===== src/rtl/ram_ctrl_pkg.sv =====
// rtl/ram_ctrl_pkg.sv - shared state encoding and default geometry for the RAM arbiter
package ram_ctrl_pkg;
    localparam int DEF_AW = 3;
    localparam int DEF_DW = 8;

    typedef enum logic [1:0] {
        IDLE   = 2'd0,
        ACCESS = 2'd1,
        RESP   = 2'd2,
        INIT   = 2'd3
    } state_t;
endpackage


===== src/rtl/ram_arbiter_if.sv =====
// rtl/ram_arbiter_if.sv - requester handshakes, responses and RAM pins of the arbiter
interface ram_arbiter_if
    import ram_ctrl_pkg::*;
#(
    parameter int AW = DEF_AW,
    parameter int DW = DEF_DW
);
    logic          req0_valid;
    logic          req0_ready;
    logic          req0_we;
    logic [AW-1:0] req0_addr;
    logic [DW-1:0] req0_wdata;
    logic          rsp0_valid;
    logic [DW-1:0] rsp0_rdata;

    logic          req1_valid;
    logic          req1_ready;
    logic          req1_we;
    logic [AW-1:0] req1_addr;
    logic [DW-1:0] req1_wdata;
    logic          rsp1_valid;
    logic [DW-1:0] rsp1_rdata;

    logic          ram_we;
    logic [AW-1:0] ram_addr;
    logic [DW-1:0] ram_data_in;
    logic [DW-1:0] ram_data_out;
    logic          busy;

    modport slave (
        input  req0_valid, req0_we, req0_addr, req0_wdata,
        input  req1_valid, req1_we, req1_addr, req1_wdata,
        input  ram_data_out,
        output req0_ready, rsp0_valid, rsp0_rdata,
        output req1_ready, rsp1_valid, rsp1_rdata,
        output ram_we, ram_addr, ram_data_in, busy
    );

    modport master (
        output req0_valid, req0_we, req0_addr, req0_wdata,
        output req1_valid, req1_we, req1_addr, req1_wdata,
        output ram_data_out,
        input  req0_ready, rsp0_valid, rsp0_rdata,
        input  req1_ready, rsp1_valid, rsp1_rdata,
        input  ram_we, ram_addr, ram_data_in, busy
    );
endinterface


===== src/rtl/rr_arb2.sv =====
// rtl/rr_arb2.sv - combinational two-way round-robin grant selection
module rr_arb2 (
    input  logic valid0,
    input  logic valid1,
    input  logic rr_ptr,
    output logic grant,
    output logic grant_any
);
    assign grant_any = valid0 | valid1;
    // A lone requester always wins; rr_ptr only breaks ties.
    assign grant     = (valid0 && valid1) ? rr_ptr : valid1;
endmodule


===== src/rtl/ram_arbiter.sv =====
// rtl/ram_arbiter.sv - two-requester round-robin sequencer for a single-port RAM
// Optional CLEAR_ON_RESET_EN: zero-fill sweep of every RAM word after reset.
module ram_arbiter
    import ram_ctrl_pkg::*;
#(
    parameter int AW = DEF_AW,
    parameter int DW = DEF_DW
) (
    input logic         clk,
    input logic         rst,
    ram_arbiter_if.slave bus
);
    state_t        state, state_nxt;
    logic          rr_ptr;
    logic          grant, grant_any, hs;
    logic          owner, cmd_we;
    logic [AW-1:0] cmd_addr;
    logic [DW-1:0] cmd_wdata;
    logic          rsp0_valid, rsp1_valid;
    logic [DW-1:0] rsp0_rdata, rsp1_rdata;

`ifdef CLEAR_ON_RESET_EN
    localparam state_t RST_STATE = INIT;
    logic [AW-1:0] init_cnt;
`else
    localparam state_t RST_STATE = IDLE;
`endif

    rr_arb2 u_rr_arb2 (
        .valid0    (bus.req0_valid),
        .valid1    (bus.req1_valid),
        .rr_ptr    (rr_ptr),
        .grant     (grant),
        .grant_any (grant_any)
    );

    assign hs             = (state == IDLE) && grant_any;
    assign bus.req0_ready = hs && !grant;
    assign bus.req1_ready = hs && grant;

    always_ff @(posedge clk) begin
        if (rst) state <= RST_STATE;
        else     state <= state_nxt;
    end

    always_comb begin
        state_nxt = state;
        case (state)
            IDLE:    if (hs) state_nxt = ACCESS;
            ACCESS:  state_nxt = RESP;
            RESP:    state_nxt = IDLE;
`ifdef CLEAR_ON_RESET_EN
            INIT:    if (init_cnt == {AW{1'b1}}) state_nxt = IDLE;
`endif
            default: state_nxt = IDLE;
        endcase
    end

    always_ff @(posedge clk) begin
        if (rst) begin
            rr_ptr     <= 1'b0;
            owner      <= 1'b0;
            cmd_we     <= 1'b0;
            cmd_addr   <= '0;
            cmd_wdata  <= '0;
            rsp0_valid <= 1'b0;
            rsp1_valid <= 1'b0;
            rsp0_rdata <= '0;
            rsp1_rdata <= '0;
        end else begin
            if (hs) begin
                owner     <= grant;
                rr_ptr    <= ~grant;
                cmd_we    <= grant ? bus.req1_we    : bus.req0_we;
                cmd_addr  <= grant ? bus.req1_addr  : bus.req0_addr;
                cmd_wdata <= grant ? bus.req1_wdata : bus.req0_wdata;
            end
            rsp0_valid <= (state == RESP) && !owner;
            rsp1_valid <= (state == RESP) && owner;
            // Sampling at the end of RESP covers both registered and combinational RAM reads.
            if (state == RESP && !cmd_we) begin
                if (owner) rsp1_rdata <= bus.ram_data_out;
                else       rsp0_rdata <= bus.ram_data_out;
            end
        end
    end

`ifdef CLEAR_ON_RESET_EN
    always_ff @(posedge clk) begin
        if (rst)                 init_cnt <= '0;
        else if (state == INIT)  init_cnt <= init_cnt + 1'b1;
    end

    // The sweep must not write while reset is still held.
    assign bus.ram_we      = ((state == ACCESS) && cmd_we) || ((state == INIT) && !rst);
    assign bus.ram_addr    = (state == INIT) ? init_cnt : cmd_addr;
    assign bus.ram_data_in = (state == INIT) ? '0 : cmd_wdata;
`else
    assign bus.ram_we      = (state == ACCESS) && cmd_we;
    assign bus.ram_addr    = cmd_addr;
    assign bus.ram_data_in = cmd_wdata;
`endif

    assign bus.busy       = (state != IDLE);
    assign bus.rsp0_valid = rsp0_valid;
    assign bus.rsp1_valid = rsp1_valid;
    assign bus.rsp0_rdata = rsp0_rdata;
    assign bus.rsp1_rdata = rsp1_rdata;
endmodule


===== src/flat_wrapper.sv =====
// flat-port wrapper written by rule: the top's interface ports become plain ports
module ram_arbiter_flat import ram_ctrl_pkg::*;
#(
    parameter int AW = DEF_AW,
    parameter int DW = DEF_DW
)
  (clk, rst, bus_req0_valid, bus_req0_we, bus_req0_addr, bus_req0_wdata, bus_req1_valid, bus_req1_we, bus_req1_addr, bus_req1_wdata, bus_ram_data_out, bus_req0_ready, bus_rsp0_valid, bus_rsp0_rdata, bus_req1_ready, bus_rsp1_valid, bus_rsp1_rdata, bus_ram_we, bus_ram_addr, bus_ram_data_in, bus_busy);
  ram_arbiter_if #(.AW(AW), .DW(DW)) bus_i ();
  input logic clk;
  input logic rst;
  input wire logic [$bits(bus_i.req0_valid)-1:0] bus_req0_valid;
  input wire logic [$bits(bus_i.req0_we)-1:0] bus_req0_we;
  input wire logic [$bits(bus_i.req0_addr)-1:0] bus_req0_addr;
  input wire logic [$bits(bus_i.req0_wdata)-1:0] bus_req0_wdata;
  input wire logic [$bits(bus_i.req1_valid)-1:0] bus_req1_valid;
  input wire logic [$bits(bus_i.req1_we)-1:0] bus_req1_we;
  input wire logic [$bits(bus_i.req1_addr)-1:0] bus_req1_addr;
  input wire logic [$bits(bus_i.req1_wdata)-1:0] bus_req1_wdata;
  input wire logic [$bits(bus_i.ram_data_out)-1:0] bus_ram_data_out;
  output wire logic [$bits(bus_i.req0_ready)-1:0] bus_req0_ready;
  output wire logic [$bits(bus_i.rsp0_valid)-1:0] bus_rsp0_valid;
  output wire logic [$bits(bus_i.rsp0_rdata)-1:0] bus_rsp0_rdata;
  output wire logic [$bits(bus_i.req1_ready)-1:0] bus_req1_ready;
  output wire logic [$bits(bus_i.rsp1_valid)-1:0] bus_rsp1_valid;
  output wire logic [$bits(bus_i.rsp1_rdata)-1:0] bus_rsp1_rdata;
  output wire logic [$bits(bus_i.ram_we)-1:0] bus_ram_we;
  output wire logic [$bits(bus_i.ram_addr)-1:0] bus_ram_addr;
  output wire logic [$bits(bus_i.ram_data_in)-1:0] bus_ram_data_in;
  output wire logic [$bits(bus_i.busy)-1:0] bus_busy;
  assign bus_i.req0_valid = bus_req0_valid;
  assign bus_i.req0_we = bus_req0_we;
  assign bus_i.req0_addr = bus_req0_addr;
  assign bus_i.req0_wdata = bus_req0_wdata;
  assign bus_i.req1_valid = bus_req1_valid;
  assign bus_i.req1_we = bus_req1_we;
  assign bus_i.req1_addr = bus_req1_addr;
  assign bus_i.req1_wdata = bus_req1_wdata;
  assign bus_i.ram_data_out = bus_ram_data_out;
  assign bus_req0_ready = bus_i.req0_ready;
  assign bus_rsp0_valid = bus_i.rsp0_valid;
  assign bus_rsp0_rdata = bus_i.rsp0_rdata;
  assign bus_req1_ready = bus_i.req1_ready;
  assign bus_rsp1_valid = bus_i.rsp1_valid;
  assign bus_rsp1_rdata = bus_i.rsp1_rdata;
  assign bus_ram_we = bus_i.ram_we;
  assign bus_ram_addr = bus_i.ram_addr;
  assign bus_ram_data_in = bus_i.ram_data_in;
  assign bus_busy = bus_i.busy;
  ram_arbiter #(.AW(AW), .DW(DW)) u_core (.clk(clk), .rst(rst), .bus(bus_i));
endmodule

===== config.mk =====
export PLATFORM = sky130hd
export DESIGN_NAME = ram_arbiter_flat
export DESIGN_NICKNAME = d
export VERILOG_FILES = /design/src/rtl/ram_ctrl_pkg.sv /design/src/rtl/ram_arbiter_if.sv /design/src/rtl/rr_arb2.sv /design/src/rtl/ram_arbiter.sv /design/src/flat_wrapper.sv
export SDC_FILE = /design/constraint.sdc
export NUM_CORES = 1
export LEC_CHECK = 0
export ABC_AREA = 1
export BUFFER_PORTS_ARGS = -buffer_cell sky130_fd_sc_hd__buf_2
export CAP_MARGIN = 10
export CORE_MARGIN = 2
export CORE_UTILIZATION = 25
export CTS_CLUSTER_DIAMETER = 40
export CTS_CLUSTER_SIZE = 8
export DETAILED_ROUTE_END_ITERATION = 16
export GPL_ROUTABILITY_DRIVEN = 0
export HOLD_SLACK_MARGIN = 0.08
export MAX_ROUTING_LAYER = met4
export PLACE_DENSITY = 0.52
export SYNTH_ARGS = -nofsm -noshare
export SYNTH_HDL_FRONTEND = slang
export SYNTH_HIERARCHICAL = 1
export SYNTH_SLANG_ARGS = --single-unit

===== constraint.sdc =====
create_clock -name clk -period 3.29 [get_ports clk]
set_clock_uncertainty 0.2 [all_clocks]
set_input_delay 0.4935 -clock clk [delete_from_list [all_inputs] [get_ports clk]]
set_output_delay 0.4935 -clock clk [all_outputs]
set_load 0.05 [all_outputs]

==> results of run 1 <==
critical path: cells and delay by family, from the launching register on:
| kind | cells | cell delay [ps] |
|---|---|---|
| AND/OR/NAND/NOR | 2 | 330 |
| buffers and inverters | 4 | 710 |
| flip-flops | 1 | 340 |
worst max path at each step:
stage / cells past startpoint / startpoint / slack, ps / endpoint
floorplan: 3 / u_core/cmd_we$_SDFFE_PP0P_ / 920 / bus_ram_we
global placement: 7 / bus_req1_valid / 970 / bus_req1_ready
detailed placement: 7 / bus_req1_valid / 930 / bus_req1_ready
CTS: 6 / u_core/state[0]$_SDFFE_PP0P_ / 910 / bus_req1_ready
global route: 6 / u_core/state[1]$_SDFFE_PP0P_ / 800 / bus_req1_ready
finish: 6 / u_core/state[0]$_SDFFE_PP0P_ / 940 / bus_req1_ready
layout make-up:
cell class	count	area (um^2)	area share, %
Clock buffer	7	76.32	3.791
Inverter	40	150.1	7.458
Multi-Input combinational cell	147	671.9	33.37
Sequential cell	34	680.7	33.81
Tap cell	75	93.84	4.661
Timing Repair Buffer	68	340.3	16.90
layout by cell type, fill, tap and decap left out:
master	instances
inv_2	5
nor2_4	3
or2_1	1
nand2_1	59
a21oi_1	25
nand4_1	16
nand3_1	1
nor3_1	2
clkbuf_8	5
nor2_1	38
dfxtp_1	34
buf_2	68
nand3_4	1
clkbuf_1	2
nand3_2	1
inv_1	35
flip-flops by register name, summed over array words and instances (netlist names):
register                cells
u_core/cmd_we               1
u_core/bus.ram_addr         3
u_core/rr_ptr               1
u_core/bus.rsp0_valid       1
u_core/bus.rsp0_rdata       8
u_core/bus.rsp1_rdata       8
u_core/bus.ram_data_in      8
u_core/owner                1
u_core/bus.rsp1_valid       1
u_core/state                2
power by group through the flow:
stage               Clock [W]  Combinational, W  Sequential [W]
floorplan                   0          0.000125        0.000544
global placement            0          0.000269        0.000467
detailed placement          0          0.000269        0.000466
CTS                  0.000295          0.000270        0.000457
global route         0.000313          0.000296        0.000461
finish               0.000281          0.000268        0.000457
metal layers:
| metal | track usage, % | routed length, um | share of wire, % |
|---|---|---|---|
| met1 | 16.05 | 1957 | 51 |
| met2 | 18.71 | 1522 | 39 |
| met3 | 3.896 | 340 | 8.8 |
| met4 | 4.426 | 46 | 1.2 |
| met5 | - | 0 | 0 |
cells by family after synthesis:
logic type / count (synthesis) / synth area share [%]
compound gates: 25 / 8.065
buf+inv: 50 / 12.82
simple gates: 122 / 35.24
flops: 34 / 43.87
through the flow:
step / power [W] / hold slack (ps) / area (um^2) / worst slack [ps]
floorplan: 0.0006691 / 254.8 / 1551 / 920.2
global placement: 0.0007354 / 263.9 / 1937 / 968.1
detailed placement: 0.0007354 / 269.1 / 1937 / 929.1
CTS: 0.001022 / 213.1 / 2013 / 911.5
global route: 0.001070 / 221.7 / 2013 / 796.8
finish: 0.001006 / 219.2 / 2013 / 939.8
==> results.cfg, run 1 <==
[status]
status = finished, final reports clean

[power]
p_seq_share_pct = 45.5
switchingPower_w = 0.0003499
leakage_nw = 1.122
switching_share_pct = 34.79
clkPwrFrac_pct = 27.9
comb_power_share_pct = 26.6
power.internal_w = 0.0006558
ir_drop_uv = 189.4
p_per_area_nw_per_um2 = 499.5

[detailed_routing]
dr.pass1.iters = 4
drtIter0Drc = 80
wl_per_cell_um = 10.43
ant_nets = 0
drt-vias-per-instance = 4.154
drcViolationCount = 0
wirelength_mm = 3.868
num_vias = 1541

[timing]
worst_pin_slew_ps = 894.3
setup_violations = 0
finalCritPeriodShare_pct = 71.43
final_hold_viol_count = 0
fmaxAchievable_mhz = 425.5
min_period_ps = 2350
rsz0062_at_grt = false
drv_slew = 0
relSlewSlack_pct = 40.31
fin_tns_setup_ps = 0

[critical_path]
crit_type = flip-flop to primary output
worstReg2RegEnd = u_core/bus.ram_addr[1]$_SDFFE_PP0P_
endpoint_kind = primary output
max_stage_delay_ps = 340
reg2reg_from = u_core/rr_ptr$_SDFFE_PP0P_
path_cells = inv_2 -> nand3_4 -> inv_2 -> nand2_1 -> inv_1 -> buf_2
crit_path_frequent_cell = inv_2
r2r_slack_ps = 1580
start_kind = flip-flop
arrival_ps = 1660
cpMaxStageDelayCell = dfxtp_1
required_ps = 2600
critPathMaxFanout = 16
reg2reg_depth = 5

[yosys]
synth_most_common_cell = nand2_1
yosysWarningCount = 6
syn_area_um2 = 1551
ys_seq_elements = 34
syn_inst = 231
synthArstFlopShare_pct = 0
ys.flop_type = dfxtp_1
syn_area_per_cell_um2 = 6.716
synth_edf_count = 0
synth_cell_types = 17
syn_nets = 267
synthTopCellsByArea = dfxtp_1 44%, nand2_1 14%, nor2_1 9.2%, inv_1 8.5%, a21oi_1 8.1%
synth_top_area_share_pct = 43.87
yosysSeqAreaShare_pct = 43.87
yosysTopAreaCell = dfxtp_1
yosys-top-cells-count = 59 x nand2_1, 38 x nor2_1, 35 x inv_1, 34 x dfxtp_1, 25 x a21oi_1

[global_routing]
grt_pass1_wl_mm = 6.320
grt_pass1_vias = 1424
grt_max_degree = 31
antenna_found_initial = 0
grt_usage_pct = 12.54
grt_overflow = 0

[finish]
drive_above_1_share_pct = 28.04
stdcell_count = 371
n_antenna_cell = 0
nFillCells = 676
nets = 332
layout-area-overhead-vs-synth_pct = 29.76
final_util_pct = 33.80

[cts]
numCtsBuffers = 5
cts_tree = built
worst_skew_pair.late_latency_ps = 270
post-cts-setup-buffers = 0
root_buffer = clkbuf_8
clock_path_buffers = 2
cts.clk_slew.worst_paths_ps = 60
htreeDepth = 2
cts.sinks = 34
hold_buffers = 0
post_cts_resized = 0

[run]
maxCapViolations = 0

[placed_design]
io_buffers = 68
dp_hpwl_mm = 2.876
dpl.cell_count = 364

[min_path]
hp-start = rst
holdPathStages = 2
min_to = u_core/owner$_SDFFE_PP0P_
min_path_type = primary input to flip-flop

[floorplanning]
rows = 28
dieWidth_um = 82.78
pin_count = 69
die-area_um2 = 6852
coreArea_um2 = 5956
die_h_um = 82.78
start_util_pct = 26.05
No activity file was read; power rests on OpenSTA's default activity.
==> inputs of run 2 (changes only) <==
Clock period 3.29 ns to 2.44 ns, I/O delays scaled along.
==> run 2 against run 1 <==
Hold slack got worse by 120 ps. Critical path depth did not move. Global-route usage fell by 0.59 points. Sequential share of layout area fell by 0.92 points. Final cell count rose by 1.1%. Critical path type unchanged. Highest routed layer unchanged. Die area did not move. Flip-flop and latch count did not move. Sequential power rose by 34%. Clock power rose by 71%.
==> results.cfg, run 2 (same netlist as run 1, synthesis figures left out) <==
[status]
status = finished, final reports clean

[floorplanning]
coreArea_um2 = 5956
die_h_um = 82.78
pin_count = 69
rows = 28
dieWidth_um = 82.78
die-area_um2 = 6852
start_util_pct = 26.05

[timing]
fmaxAchievable_mhz = 448.1
final_hold_viol_count = 0
relSlewSlack_pct = 75.74
finalCritPeriodShare_pct = 91.46
rsz0062_at_grt = false
drv_slew = 0
setup_violations = 0
setup_slack_ps = 208.4
fin_tns_setup_ps = 0
worst_pin_slew_ps = 363.0
hold_slack_ps = 97.60
min_period_ps = 2232

[cts]
numCtsBuffers = 5
cts.sinks = 34
post_cts_resized = 0
htreeDepth = 2
worst_skew_pair.late_latency_ps = 280
root_buffer = clkbuf_8
clock_path_buffers = 2
post-cts-setup-buffers = 0
cts.clk_slew.worst_paths_ps = 60
cts_tree = built
hold_buffers = 0

[detailed_routing]
highest_layer = met4
wl_met2_mm = 1.647
wl_met3_um = 378
drt-vias-per-instance = 4.195
ant_nets = 0
drtIter0Drc = 54
drcViolationCount = 0
wirelength_mm = 3.935
wl_per_cell_um = 10.49
num_vias = 1573
wl_met1_mm = 1.861
dr.pass1.iters = 4

[global_routing]
grt_usage_pct = 11.95
antenna_found_initial = 0
grt_overflow = 0
grt_max_degree = 31
grt_pass1_vias = 1334
grt_pass1_wl_mm = 6.016

[run]
maxCapViolations = 0

[finish]
mostFrequentLayoutCells = 68 x buf_2, 59 x nand2_1, 38 x nor2_1
nets = 335
final-seq-area_um2 = 680.7
stdcell_count = 375
layout-area-overhead-vs-synth_pct = 33.39
stdcell_area_um2 = 2069
nFillCells = 671
drive_above_1_share_pct = 29.67
final_common_cell = buf_2
multiInputGateArea_um2 = 671.9
n_antenna_cell = 0

[placed_design]
placed_area_um2 = 1959
place_ws_ps = 335.0
dp_hpwl_mm = 2.931
dpl.cell_count = 367
io_buffers = 68

[critical_path]
arrival_ps = 1670
start_kind = flip-flop
crit_type = flip-flop to primary output
critPathMaxFanout = 16
endpoint_kind = primary output
required_ps = 1870

[min_path]
min_path_type = primary input to flip-flop

[power]
p_per_area_nw_per_um2 = 706.5
ir_drop_uv = 227.4
leakage_nw = 1.156
run 2: power by group:
group,switching [W],internal (W)
clock,0.000195,0.000285
sequential,0.0000200,0.000594
combinational,0.000270,0.0000979
total,0.000485,0.000977
run 2: critical path: stages (launching register included):
cell	delay, ps
dfxtp_1	340
inv_2	120
nand3_4	190
inv_2	260
nand2_1	140
inv_1	80
buf_2	260
run 2: layer usage:
layer | GRT usage, % | up-vias
li1 | - | 847
met5 | - | -
met1 | 15.30 | 647
met2 | 17.98 | 74
met4 | 3.934 | 0
met3 | 3.680 | 5
run 2: area by class of cell:
type	instances	share of cell area, %
well taps	75	4.534
inverters	40	7.255
clock buffers	8	5.320
multi-input cells	147	32.47
repair buffers	71	17.53
flip-flops and latches	34	32.89
run 2: path summary, 6_finish.rpt:
| kind | start | end | slack (ps) | depth (start not counted) |
|---|---|---|---|---|
| setup / recovery | u_core/state[0]$_SDFFE_PP0P_ | bus_req1_ready | 210 | 6 |
| hold reg to reg | u_core/bus.rsp1_rdata[2]$_SDFFE_PP0P_ | u_core/bus.rsp1_rdata[2]$_SDFFE_PP0P_ | 270 | 2 |
| hold / removal | rst | u_core/state[0]$_SDFFE_PP0P_ | 100 | 2 |
| setup reg to reg | u_core/rr_ptr$_SDFFE_PP0P_ | u_core/cmd_we$_SDFFE_PP0P_ | 950 | 6 |
run 2: per-stage QoR:
step,util (%),total power [W]
2_1_floorplan,-,0.0009022
3_5_place_dp,32.90,0.0009968
3_3_place_gp,32.90,0.0009965
5_1_grt,34.75,0.001540
4_1_cts,34.75,0.001480
6_report,34.75,0.001462
==> inputs of run 3 (changes only) <==
Settings changed: CORE_UTILIZATION 25 to 46, PLACE_DENSITY 0.52 to 0.82.
==> run 3 against run 2 <==
Final cell count is 7.7% lower. Die area shrank 44%. Total power is 12% lower. Count of clock-buffer cells in the layout is 1 lower. Critical path depth unchanged. First-iteration DRC count shrank 22%. Global-route usage rose by 8.2 points. Fmax down 0.69%. Sequential power about the same. Non-clock buffer count stayed put. Flip-flop and latch count stayed put.
==> results.cfg, run 3 (same netlist as run 1, synthesis figures left out) <==
[status]
status = finished, final reports clean

[critical_path]
critPathCapture = bus_req1_ready
reg2reg_depth = 4
r2r_slack_ps = 910
worstReg2RegEnd = u_core/bus.rsp1_rdata[4]$_SDFFE_PP0P_
crit_type = flip-flop to primary output
reg2reg_from = u_core/owner$_SDFFE_PP0P_
arrival_ps = 1680
start_kind = flip-flop
endpoint_kind = primary output
critPathMaxFanout = 16
required_ps = 1870
cp-startpoint = u_core/state[0]$_SDFFE_PP0P_

[placed_design]
io_buffers = 68
dp_hpwl_mm = 2.560
dpl.cell_count = 337

[timing]
fmaxAchievable_mhz = 445.0
rsz0062_at_grt = false
drv_slew = 0
relSlewSlack_pct = 67.12
worst_pin_slew_ps = 492.6
min_period_ps = 2247
fin_tns_setup_ps = 0
final_hold_viol_count = 0
setup_violations = 0
finalCritPeriodShare_pct = 92.10

[finish]
drive_above_1_share_pct = 29.00
nets = 335
mostFrequentLayoutCells = 68 x buf_2, 59 x nand2_1, 38 x nor2_1
nFillCells = 344
final-seq-area_um2 = 680.7
stdcell_count = 346
layout-area-overhead-vs-synth_pct = 27.98
n_antenna_cell = 0
multiInputGateArea_um2 = 671.9
final_common_cell = buf_2

[cts]
worst_skew_pair.late_latency_ps = 320
post-cts-setup-buffers = 0
root_buffer = clkbuf_4
cts.sinks = 34
htreeDepth = 2
cts.clk_slew.worst_paths_ps = 90
clock_path_buffers = 2
post_cts_resized = 0
cts_tree = built
hold_buffers = 1
numCtsBuffers = 5

[floorplanning]
coreArea_um2 = 3284
rows = 21
pin_count = 69
start_util_pct = 47.24
die-area_um2 = 3853
dieWidth_um = 62.08
die_h_um = 62.08

[detailed_routing]
drt-vias-per-instance = 4.590
num_vias = 1588
drcViolationCount = 0
wirelength_mm = 3.409
ant_nets = 0
dr.pass1.iters = 4
drtIter0Drc = 42
wl_per_cell_um = 9.853

[min_path]
hp-start = bus_req0_wdata[1]
min_path_type = primary input to flip-flop

[global_routing]
grt_usage_pct = 20.13
grt_overflow = 0
antenna_found_initial = 0
grt_pass1_vias = 1360
grt_pass1_wl_mm = 5.533
grt_max_degree = 20

[power]
ir_drop_uv = 427.6
p_per_area_nw_per_um2 = 650.8
leakage_nw = 1.133

[run]
maxCapViolations = 0
==> run 3: cell types whose count changed in the layout (fill, tap and decap cells not counted), sizes merged <==
cell	previous run	this run
clkinv	0	1
buf	71	70
clkbuf	8	7
dlygate4sd3	0	1
==> run 3: worst min path at each step <==
| stage | to | slack [ps] | cells past startpoint |
|---|---|---|---|
| floorplan | u_core/owner$_SDFFE_PP0P_ | 240 | 1 |
| global placement | u_core/bus.rsp1_rdata[7]$_SDFFE_PP0P_ | 260 | 2 |
| detailed placement | u_core/bus.rsp1_rdata[2]$_SDFFE_PP0P_ | 270 | 2 |
| CTS | u_core/bus.ram_data_in[1]$_SDFFE_PP0P_ | 110 | 3 |
| global route | u_core/bus.ram_data_in[0]$_SDFFE_PP0P_ | 100 | 3 |
| finish | u_core/bus.ram_data_in[1]$_SDFFE_PP0P_ | 120 | 3 |
==> run 3: area by class of cell <==
class                   instances  area share, %
flip-flops and latches         34          34.28
inverters                      40          7.561
repair buffers                 71          18.40
multi-input cells             147          33.84
well taps                      46          2.899
clock buffers                   7          2.773
clock inverters                 1         0.2520
==> run 3: critical path: stages (launching register included) <==
cell	delay [ps]
dfxtp_1	360
inv_2	120
nand3_4	180
inv_2	250
nand2_1	130
inv_1	70
buf_2	250
==> run 3: routing by layer <==
| metal | track usage, % | vias to the layer above | wire length (um) |
|---|---|---|---|
| met5 | - | - | 0 |
| met4 | 6.383 | 0 | 15 |
| met3 | 7.039 | 2 | 292 |
| met2 | 32.44 | 68 | 1628 |
| met1 | 23.41 | 675 | 1473 |
| li1 | - | 843 | - |
==> run 3: metrics by stage <==
stage	worst slack [ps]	instance area (um^2)	utilization [%]	total power [W]	hold WS, ps
6_report	192.8	1986	60.46	0.001292	122.5
3_3_place_gp	411.0	1916	58.32	0.0009851	258.7
3_5_place_dp	386.6	1916	58.32	0.0009893	269.4
4_1_cts	155.1	1986	60.46	0.001307	106.4
5_1_grt	43.37	1986	60.46	0.001380	101.5
2_1_floorplan	197.7	1551	-	0.0009022	235.1
==> run 3: where the power goes <==
part / internal [W] / total (W) / switching (W)
logic: 0.0000975 / 0.000360 / 0.000263
registers: 0.000593 / 0.000617 / 0.0000232
clock network: 0.000140 / 0.000315 / 0.000176
total: 0.000830 / 0.00129 / 0.000462
